## src/rtl/regfile_sb.sv

```systemverilog
// ----------------------------------------------------------------------------
// regfile_sb
// Multi-write-port register file for the decode stage. It has a same-cycle
// write-through bypass and a per-register pending-write scoreboard, so issue
// logic can stall on RAW hazards.
//
// Parameters
//   DATA_W    register data width
//   ADDR_W    register address width (NREG = 2**ADDR_W)
//   ZERO_REG  1 = register 0 reads as zero, is never written, never busy
//
// Ports
//   clk, reset_n                 clock, asynchronous active-low reset
//   ra_addr / ra_data / ra_busy  read port A (combinational data + busy)
//   rb_addr / rb_data / rb_busy  read port B (combinational data + busy)
//   w0_en / w0_addr / w0_data    write port 0 (writeback, wins on collision)
//   w1_en / w1_addr / w1_data    write port 1 (load return)
//   iss_en / iss_addr            mark destination register pending
//   flush                        clear every pending bit
//   pend_cnt                     registered count of pending registers
// ----------------------------------------------------------------------------
module regfile_sb #(
   parameter int DATA_W   = 32,
   parameter int ADDR_W   = 5,
   parameter int ZERO_REG = 1
) (
   input  logic              clk,
   input  logic              reset_n,
   input  logic [ADDR_W-1:0] ra_addr,
   output logic [DATA_W-1:0] ra_data,
   output logic              ra_busy,
   input  logic [ADDR_W-1:0] rb_addr,
   output logic [DATA_W-1:0] rb_data,
   output logic              rb_busy,
   input  logic              w0_en,
   input  logic [ADDR_W-1:0] w0_addr,
   input  logic [DATA_W-1:0] w0_data,
   input  logic              w1_en,
   input  logic [ADDR_W-1:0] w1_addr,
   input  logic [DATA_W-1:0] w1_data,
   input  logic              iss_en,
   input  logic [ADDR_W-1:0] iss_addr,
   input  logic              flush,
   output logic [ADDR_W:0]   pend_cnt
);

   localparam int NREG = 1 << ADDR_W;

   // An address is writable/trackable unless it is the hardwired zero register.
   function automatic logic addr_legal(input logic [ADDR_W-1:0] addr);
      logic ok;
      if ((ZERO_REG != 0) && (addr == {ADDR_W{1'b0}})) begin
         ok = 1'b0;
      end else begin
         ok = 1'b1;
      end
      return ok;
   endfunction

   // Number of set bits in a busy vector; width covers 0..NREG inclusive.
   function automatic logic [ADDR_W:0] popcount(input logic [NREG-1:0] vec);
      logic [ADDR_W:0] cnt;
      cnt = {(ADDR_W+1){1'b0}};
      for (int i = 0; i < NREG; i++) begin
         cnt = cnt + {{ADDR_W{1'b0}}, vec[i]};
      end
      return cnt;
   endfunction

   logic [DATA_W-1:0] mem_q [NREG];
   logic [NREG-1:0]   busy_q;
   logic [NREG-1:0]   busy_d;
   logic [ADDR_W:0]   pend_cnt_q;
   logic [ADDR_W:0]   pend_cnt_d;

   logic w0_ok_s;
   logic w1_ok_s;
   logic iss_ok_s;
   logic ra_w0_hit_s;
   logic ra_w1_hit_s;
   logic rb_w0_hit_s;
   logic rb_w1_hit_s;

   // Qualify each request with its address legality once, for all consumers.
   always_comb begin
      w0_ok_s  = w0_en  & addr_legal(w0_addr);
      w1_ok_s  = w1_en  & addr_legal(w1_addr);
      iss_ok_s = iss_en & addr_legal(iss_addr);
   end

   // Per-port bypass hit detection; each port decodes only its own address.
   always_comb begin
      ra_w0_hit_s = w0_ok_s & (w0_addr == ra_addr);
      ra_w1_hit_s = w1_ok_s & (w1_addr == ra_addr);
      rb_w0_hit_s = w0_ok_s & (w0_addr == rb_addr);
      rb_w1_hit_s = w1_ok_s & (w1_addr == rb_addr);
   end

   // Read port A: zero register, then w0 bypass, then w1 bypass, then array.
   always_comb begin
      ra_data = {DATA_W{1'b0}};
      ra_busy = 1'b0;
      if (!addr_legal(ra_addr)) begin
         ra_data = {DATA_W{1'b0}};
         ra_busy = 1'b0;
      end else if (ra_w0_hit_s) begin
         ra_data = w0_data;
         ra_busy = 1'b0;
      end else if (ra_w1_hit_s) begin
         ra_data = w1_data;
         ra_busy = 1'b0;
      end else begin
         ra_data = mem_q[ra_addr];
         ra_busy = busy_q[ra_addr];
      end
   end

   // Read port B: same priority as port A, driven only by rb_addr.
   always_comb begin
      rb_data = {DATA_W{1'b0}};
      rb_busy = 1'b0;
      if (!addr_legal(rb_addr)) begin
         rb_data = {DATA_W{1'b0}};
         rb_busy = 1'b0;
      end else if (rb_w0_hit_s) begin
         rb_data = w0_data;
         rb_busy = 1'b0;
      end else if (rb_w1_hit_s) begin
         rb_data = w1_data;
         rb_busy = 1'b0;
      end else begin
         rb_data = mem_q[rb_addr];
         rb_busy = busy_q[rb_addr];
      end
   end

   // Scoreboard next state: flush beats issue, issue beats a write clear.
   always_comb begin
      busy_d = busy_q;
      if (flush) begin
         busy_d = {NREG{1'b0}};
      end else begin
         for (int i = 0; i < NREG; i++) begin
            if (iss_ok_s && (iss_addr == ADDR_W'(i))) begin
               busy_d[i] = 1'b1;
            end else if ((w0_ok_s && (w0_addr == ADDR_W'(i))) ||
                         (w1_ok_s && (w1_addr == ADDR_W'(i)))) begin
               busy_d[i] = 1'b0;
            end else begin
               busy_d[i] = busy_q[i];
            end
         end
      end
      // Counting the next vector keeps pend_cnt aligned with busy_q.
      pend_cnt_d = popcount(busy_d);
   end

   // Scoreboard and pending-count registers.
   always_ff @(posedge clk or negedge reset_n) begin
      if (!reset_n) begin
         busy_q     <= {NREG{1'b0}};
         pend_cnt_q <= {(ADDR_W+1){1'b0}};
      end else begin
         busy_q     <= busy_d;
         pend_cnt_q <= pend_cnt_d;
      end
   end

   // Register array; w1 is written first so a colliding w0 overrides it.
   // Writes commit regardless of flush.
   always_ff @(posedge clk or negedge reset_n) begin
      if (!reset_n) begin
         for (int i = 0; i < NREG; i++) begin
            mem_q[i] <= {DATA_W{1'b0}};
         end
      end else begin
         if (w1_ok_s) begin
            mem_q[w1_addr] <= w1_data;
         end
         if (w0_ok_s) begin
            mem_q[w0_addr] <= w0_data;
         end
      end
   end

   assign pend_cnt = pend_cnt_q;

endmodule

```

## config.mk

```make
export PLATFORM = sky130hd
export DESIGN_NAME = regfile_sb
export DESIGN_NICKNAME = d
export VERILOG_FILES = /design/src/rtl/regfile_sb.sv
export SDC_FILE = /design/constraint.sdc
export NUM_CORES = 2
export LEC_CHECK = 0
export CORE_MARGIN = 3
export CORE_UTILIZATION = 65
export DETAILED_ROUTE_END_ITERATION = 6
export HOLD_SLACK_MARGIN = 0.02
export PLACE_DENSITY = 0.84
export RECOVER_POWER = 25
export SETUP_SLACK_MARGIN = 0.1
export SYNTH_ARGS = -nofsm -noshare
export SYNTH_HDL_FRONTEND = slang
export SYNTH_SLANG_ARGS = --single-unit
```

## constraint.sdc

```tcl
create_clock -name clk -period 7.2 [get_ports clk]
set_input_delay 0.72 -clock clk [delete_from_list [all_inputs] [get_ports clk]]
set_output_delay 0.72 -clock clk [all_outputs]
set_load 0.05 [all_outputs]
```

# After elaboration in Yosys (flattened, before gate mapping)
# Cells that the tools add are included.
word_totals:
  in_bits: 95
  regBits: 1062
classes:
  eq_ne: 97
  reduce_logical: 135
  mux: 98
  add_sub_neg: 31
  magnitude_cmp: 8
  bitwise: 11
op_table:
  columns: ["cell", "count"]
  rows:
  - ["1024-bit bitwise mux", 2]
  - ["1024-bit two-way mux", 2]
  - ["32-bit two-way mux", 13]
  - ["32-bit binary-select mux with 5-bit select", 2]
  - ["32-bit demux with 5-bit select", 2]
  - ["5-bit == test (second input constant)", 48]
  - ["6-bit by 1-bit adder with 6-bit output", 26]
  - ["5-bit by 4-bit == test with 1-bit output (second input constant)", 24]
  - ["1-bit logical AND", 98]
  - ["1-bit two-way mux", 75]
  - ["5-bit by 3-bit == test with 1-bit output (second input constant)", 12]
  - ["1-bit logical OR", 32]
  - ["5-bit by 2-bit == test with 1-bit output (second input constant)", 6]
  - ["5-bit logical NOT", 5]
  - ["6-bit greater-or-equal comparator (second input constant)", 4]
  - ["5-bit inverter with 6-bit output", 4]
  - ["5-bit == test", 4]
  - ["5-bit by 1-bit == test with 1-bit output (second input constant)", 3]
  - ["5-bit by 6-bit less-than comparator with 1-bit output (second input constant)", 2]
  - ["6-bit by 1-bit less-than comparator with 1-bit output (second input constant)", 2]
  - ["1-bit binary-select mux with 5-bit select", 2]
  - ["1-bit bitwise AND", 7]
  - ["5-bit by 1-bit adder with 6-bit output", 1]
  - ["4-bit by 1-bit adder with 5-bit output", 1]
  - ["other kinds (3)", 3]

# Depth between registers and ports, before layout
logic_depth:
  ltp_word: 39
  depth_mapped: 23
  ltp_nobuf: 21

# Least setup slack after synthesis
# No wires, ideal clock.
synth_timing:
  kind: "input to register"
  start: "in w1_addr[2]"
  end: "reg pend_cnt_q[4] (netlist: pend_cnt[4])"
  n_path_buf: 3
  path_stages: 21
  setup_slack_ns: 0.852
  arrival_ns: 6.268
  required_time_ns: 7.120
  path_cell_list: "buf_2 or3_1 buf_2 nor2_2 nand2_2 clkbuf_1 a32oi_1 nor2_1 fa_1 inv_1 fa_1 fa_1 fa_1 fa_1 inv_1 fa_1 ha_1 fa_1 a21o_1 a21oi_1 xnor2_1"
synth_between:
  elab_chain_cells: 39
  word_cells_on_any_way: 194
synth_lines:
  columns: ["item", "line_no", "source"]
  rows:
  - ["from (decl)", "39", "input logic [ADDR_W-1:0] w1_addr,"]
  - ["5-bit logical NOT", "52", "if ((ZERO_REG != 0) && (addr == {ADDR_W{1'b0}})) begin"]
  - ["1-bit two-way mux", "52", null]
  - ["1-bit bitwise AND", "87", "w1_ok_s = w1_en & addr_legal(w1_addr);"]
  - ["1-bit logical AND (*)", "147", "(w1_ok_s && (w1_addr == ADDR_W'(i)))) begin"]
  - ["1-bit logical OR (*)", "146", "end else if ((w0_ok_s && (w0_addr == ADDR_W'(i))) ||"]
  - ["1-bit two-way mux (*)", "146", null]
  - ["1-bit two-way mux (*)", "144", "if (iss_ok_s && (iss_addr == ADDR_W'(i))) begin"]
  - ["32-bit two-way mux (*)", "140", "if (flush) begin"]
  - ["net busy_d[1]", "72", "logic [NREG-1:0] busy_d;"]
  - ["1-bit by 1-bit adder with 2-bit output (*)", "65", "cnt = cnt + {{ADDR_W{1'b0}}, vec[i]};"]
  - ["2-bit by 1-bit adder with 3-bit output (*)", "65", null]
  - ["3-bit by 1-bit adder with 4-bit output (*)", "65", null]
  - ["4-bit by 1-bit adder with 5-bit output (*)", "65", null]
  - ["5-bit by 1-bit adder with 6-bit output (*)", "65", null]
  - ["6-bit by 1-bit adder with 6-bit output (*) (26 in a row)", "65", null]
  - ["net pend_cnt_d[4]", "74", "logic [ADDR_W:0] pend_cnt_d;"]
  - ["to (signal assigned)", "162", "pend_cnt_q <= {(ADDR_W+1){1'b0}};"]
  - ["to (signal assigned)", "165", "pend_cnt_q <= pend_cnt_d;"]
  - ["to (decl)", "73", "logic [ADDR_W:0] pend_cnt_q;"]
# The timed path passes the listed nets; every way through them passes the cells marked *.

# Worst setup path in the final report
layout_timing:
  start: "in w1_addr[4]"
  end: "reg pend_cnt_q[4] (netlist: pend_cnt[4])"
# Same word-level chain as after synthesis.

==> impl_metrics.json <==
{
  "final_common_cell": "dfrtp_1",
  "power_density_nw_per_um2": 278.5,
  "insertion_delay_ns": 0.76,
  "dp_hpwl_um": 148800,
  "grt.total_usage": 0.4800,
  "setup_tns_ns": 0,
  "grt_start_max_net_pins": 162,
  "drive_gt1_frac": 0.1667,
  "cts_hold_repair.buffers": 0,
  "root_buffer": "clkbuf_16",
  "p_leak_nw": 31.39,
  "dieArea_um2": 108000,
  "netlist-cell-type-count": 64,
  "layout.cells.non_filler": 7588,
  "first_pass_iters": 7,
  "drv_cap": 2,
  "place.gp.congestion": 0.9801,
  "wl_um": 260100,
  "fin_crit_sh": 0.8637,
  "finalMaxSlewViolations": 99,
  "dp_cells": 7365,
  "die-width_um": 328.6,
  "synth_edf_count": 0,
  "required_ns": 7.85,
  "start_kind": "primary input",
  "drt_iter0_drc": 10180,
  "status": "finished with violations",
  "syn_inst": 6467,
  "nNetsFinal": 6239,
  "avgSynthCellArea_um2": 10.46,
  "core-area_um2": 102500,
  "max_freq_ghz": 0.1608,
  "grt_pass1_vias": 58800,
  "rows": 117,
  "final_hold_viol_count": 0,
  "port_buffers": 166,
  "ys_seq_area_frac": 0.3928,
  "numCtsBuffers": 114,
  "vias": 58760,
  "ys_async_sr_fraction": 1.000,
  "setup_violations": 0,
  "yosys_register_bits": 1062,
  "syn_to_final_growth_pct": 8.986,
  "critPathMaxFanout": 8,
  "cts_sinks": 1062,
  "wl_per_cell_um": 34.27,
  "ant_nets": 0,
  "ir_drop_uv": 245.8,
  "start_util": 0.6603,
  "period_needed_ns": 6.219,
  "antenna_found_initial": 18,
  "hold_class": "reg -> reg",
  "post_cts_buffers": 0,
  "ioPinCount": 167,
  "syn_area_um2": 67660,
  "ys_warn_count": 0,
  "die_y_um": 328.6,
  "drc": 6,
  "cts_tree": "built",
  "synthFlopType": "dfrtp_1",
  "cp.arrival_ns": 6.87,
  "cts.clk_slew.worst_paths_ns": 0.06,
  "via_per_inst": 7.744,
  "cts_max_path_buffers": 3,
  "violations": "design-rule violations, max-capacitance violations, max-slew violations",
  "layout_common_cells": "dfrtp_1 (1,062), mux2i_1 (1,046), a21oi_1 (573)",
  "syn_nets": 6593,
  "critPathKind": "in -> reg",
  "skew_ns": 0.009927,
  "cts_resized": 0,
  "cp-end-kind": "flip-flop",
  "max_slew_margin": -2.956,
  "worst_slew_pin_slew_ns": 5.934,
  "grt_pass1_wl_um": 380100,
  "globalRoute.totalOverflow": 0,
  "htreeDepth": 3,
  "rsz0062_at_grt": "no"
}
==> cells by family after synthesis <==
kind of cell	synth area share
adder cells (fa/ha/maj)	0.008396
flip-flops	0.3928
AND/OR/NAND/NOR	0.08690
buffers and inverters	0.05679
multiplexers	0.3160
XOR/XNOR	0.002977
AO/OA/AOI/OAI	0.1361
==> through the flow <==
step                      worst slack [ns]  power [W]  hold WS, ns  utilization  cell area, um2
final                               0.9814    0.02054       0.3970       0.7196           73740
after global routing                0.6965    0.02124       0.4082       0.7193           73710
after CTS                            1.064    0.02029      0.06382       0.7195           73730
after detailed placement            0.3396    0.01399       0.3833       0.6802           69700
after global placement              0.3707    0.01362       0.3764       0.6802           69700
after floorplan                     0.8520    0.01227       0.4244            -           67660
==> worst paths after layout <==
kind / startpoint / end / slack [ns] / cells past startpoint
setup / recovery: w1_addr[4] / pend_cnt[4] / 0.98 / 19
hold / removal: mem_q[1023] / mem_q[1023] / 0.40 / 0
setup reg to reg: busy_q[19] / pend_cnt[4] / 1.88 / 16
hold reg to reg: mem_q[1023] / mem_q[1023] / 0.40 / 0
max in group asynchronous: reset_n / mem_q[543] / 1.55 / 3
min in group asynchronous: reset_n / mem_q[344] / 2.16 / 1
==> registers in the layout, indices dropped and copies added, names as in the netlist <==
| name | count |
|---|---|
| busy_q | 32 |
| pend_cnt | 6 |
| mem_q | 1024 |
==> where the power goes <==
part / total (W) / internal [W] / leakage (nW) / switching [W]
clock network: 0.00637 / 0.00370 / 1.99 / 0.00267
logic: 0.00550 / 0.00271 / 16.4 / 0.00279
registers: 0.00867 / 0.00747 / 13.0 / 0.00120
total: 0.0205 / 0.0139 / 31.4 / 0.00667
==> metal layers <==
layer  vias to the layer above  wire length [um]  track usage
met1                     28170             84940       0.5966
li1                      23120                 -            -
met3                      1794             44440       0.2205
met2                      5665            105600       0.6555
met4                        20             24720       0.3530
met5                         -               360      0.01812
==> layout make-up <==
| type | instances | area, um2 |
|---|---|---|
| Antenna cell | 13 | 32.53 |
| Multi-Input combinational cell | 4505 | 37720 |
| Inverter | 31 | 116.4 |
| Sequential cell | 1062 | 26580 |
| Timing Repair Buffer | 399 | 3560 |
| Clock buffer | 164 | 3391 |
| Fill cell | 6909 | 28730 |
| Tap cell | 1368 | 1712 |
| Clock inverter | 46 | 636.9 |
==> synth_stat cells (32+ instances only) <==
cell type  instances  area, um2
a211oi_1          63      473.0
a22o_1            91      797.0
nand2_1          544       2042
a32oi_1           82      718.2
dfrtp_1         1062      26580
nor3_1            46      230.2
mux2i_1         1046      10470
buf_2            140      700.7
clkbuf_1         536       2012
nand3b_1          50      375.4
buf_1            131      491.7
o21ai_0          450       2252
a22oi_1           64      480.5
o221ai_1          32      280.3
buf_4             47      352.8
a21oi_1          573       2868
nor2_1           598       2245
o22ai_1           33      206.5
mux4_2           469      10560
nor4_1            62      387.9
==> critical path, cell delays in order <==
cell,delay [ns]
clkdlybuf4s50_1,0.66
or3_1,0.57
nor2_2,0.19
nand2_2,0.11
a32oi_1,0.21
nor2_1,0.11
fa_1,0.60
inv_1,0.06
fa_1,0.45
fa_1,0.53
fa_1,0.45
fa_1,0.49
inv_1,0.05
fa_1,0.44
ha_1,0.24
fa_1,0.47
a21o_1,0.17
a21oi_1,0.18
xnor2_1,0.17
Power figures use the tool's default switching activity.
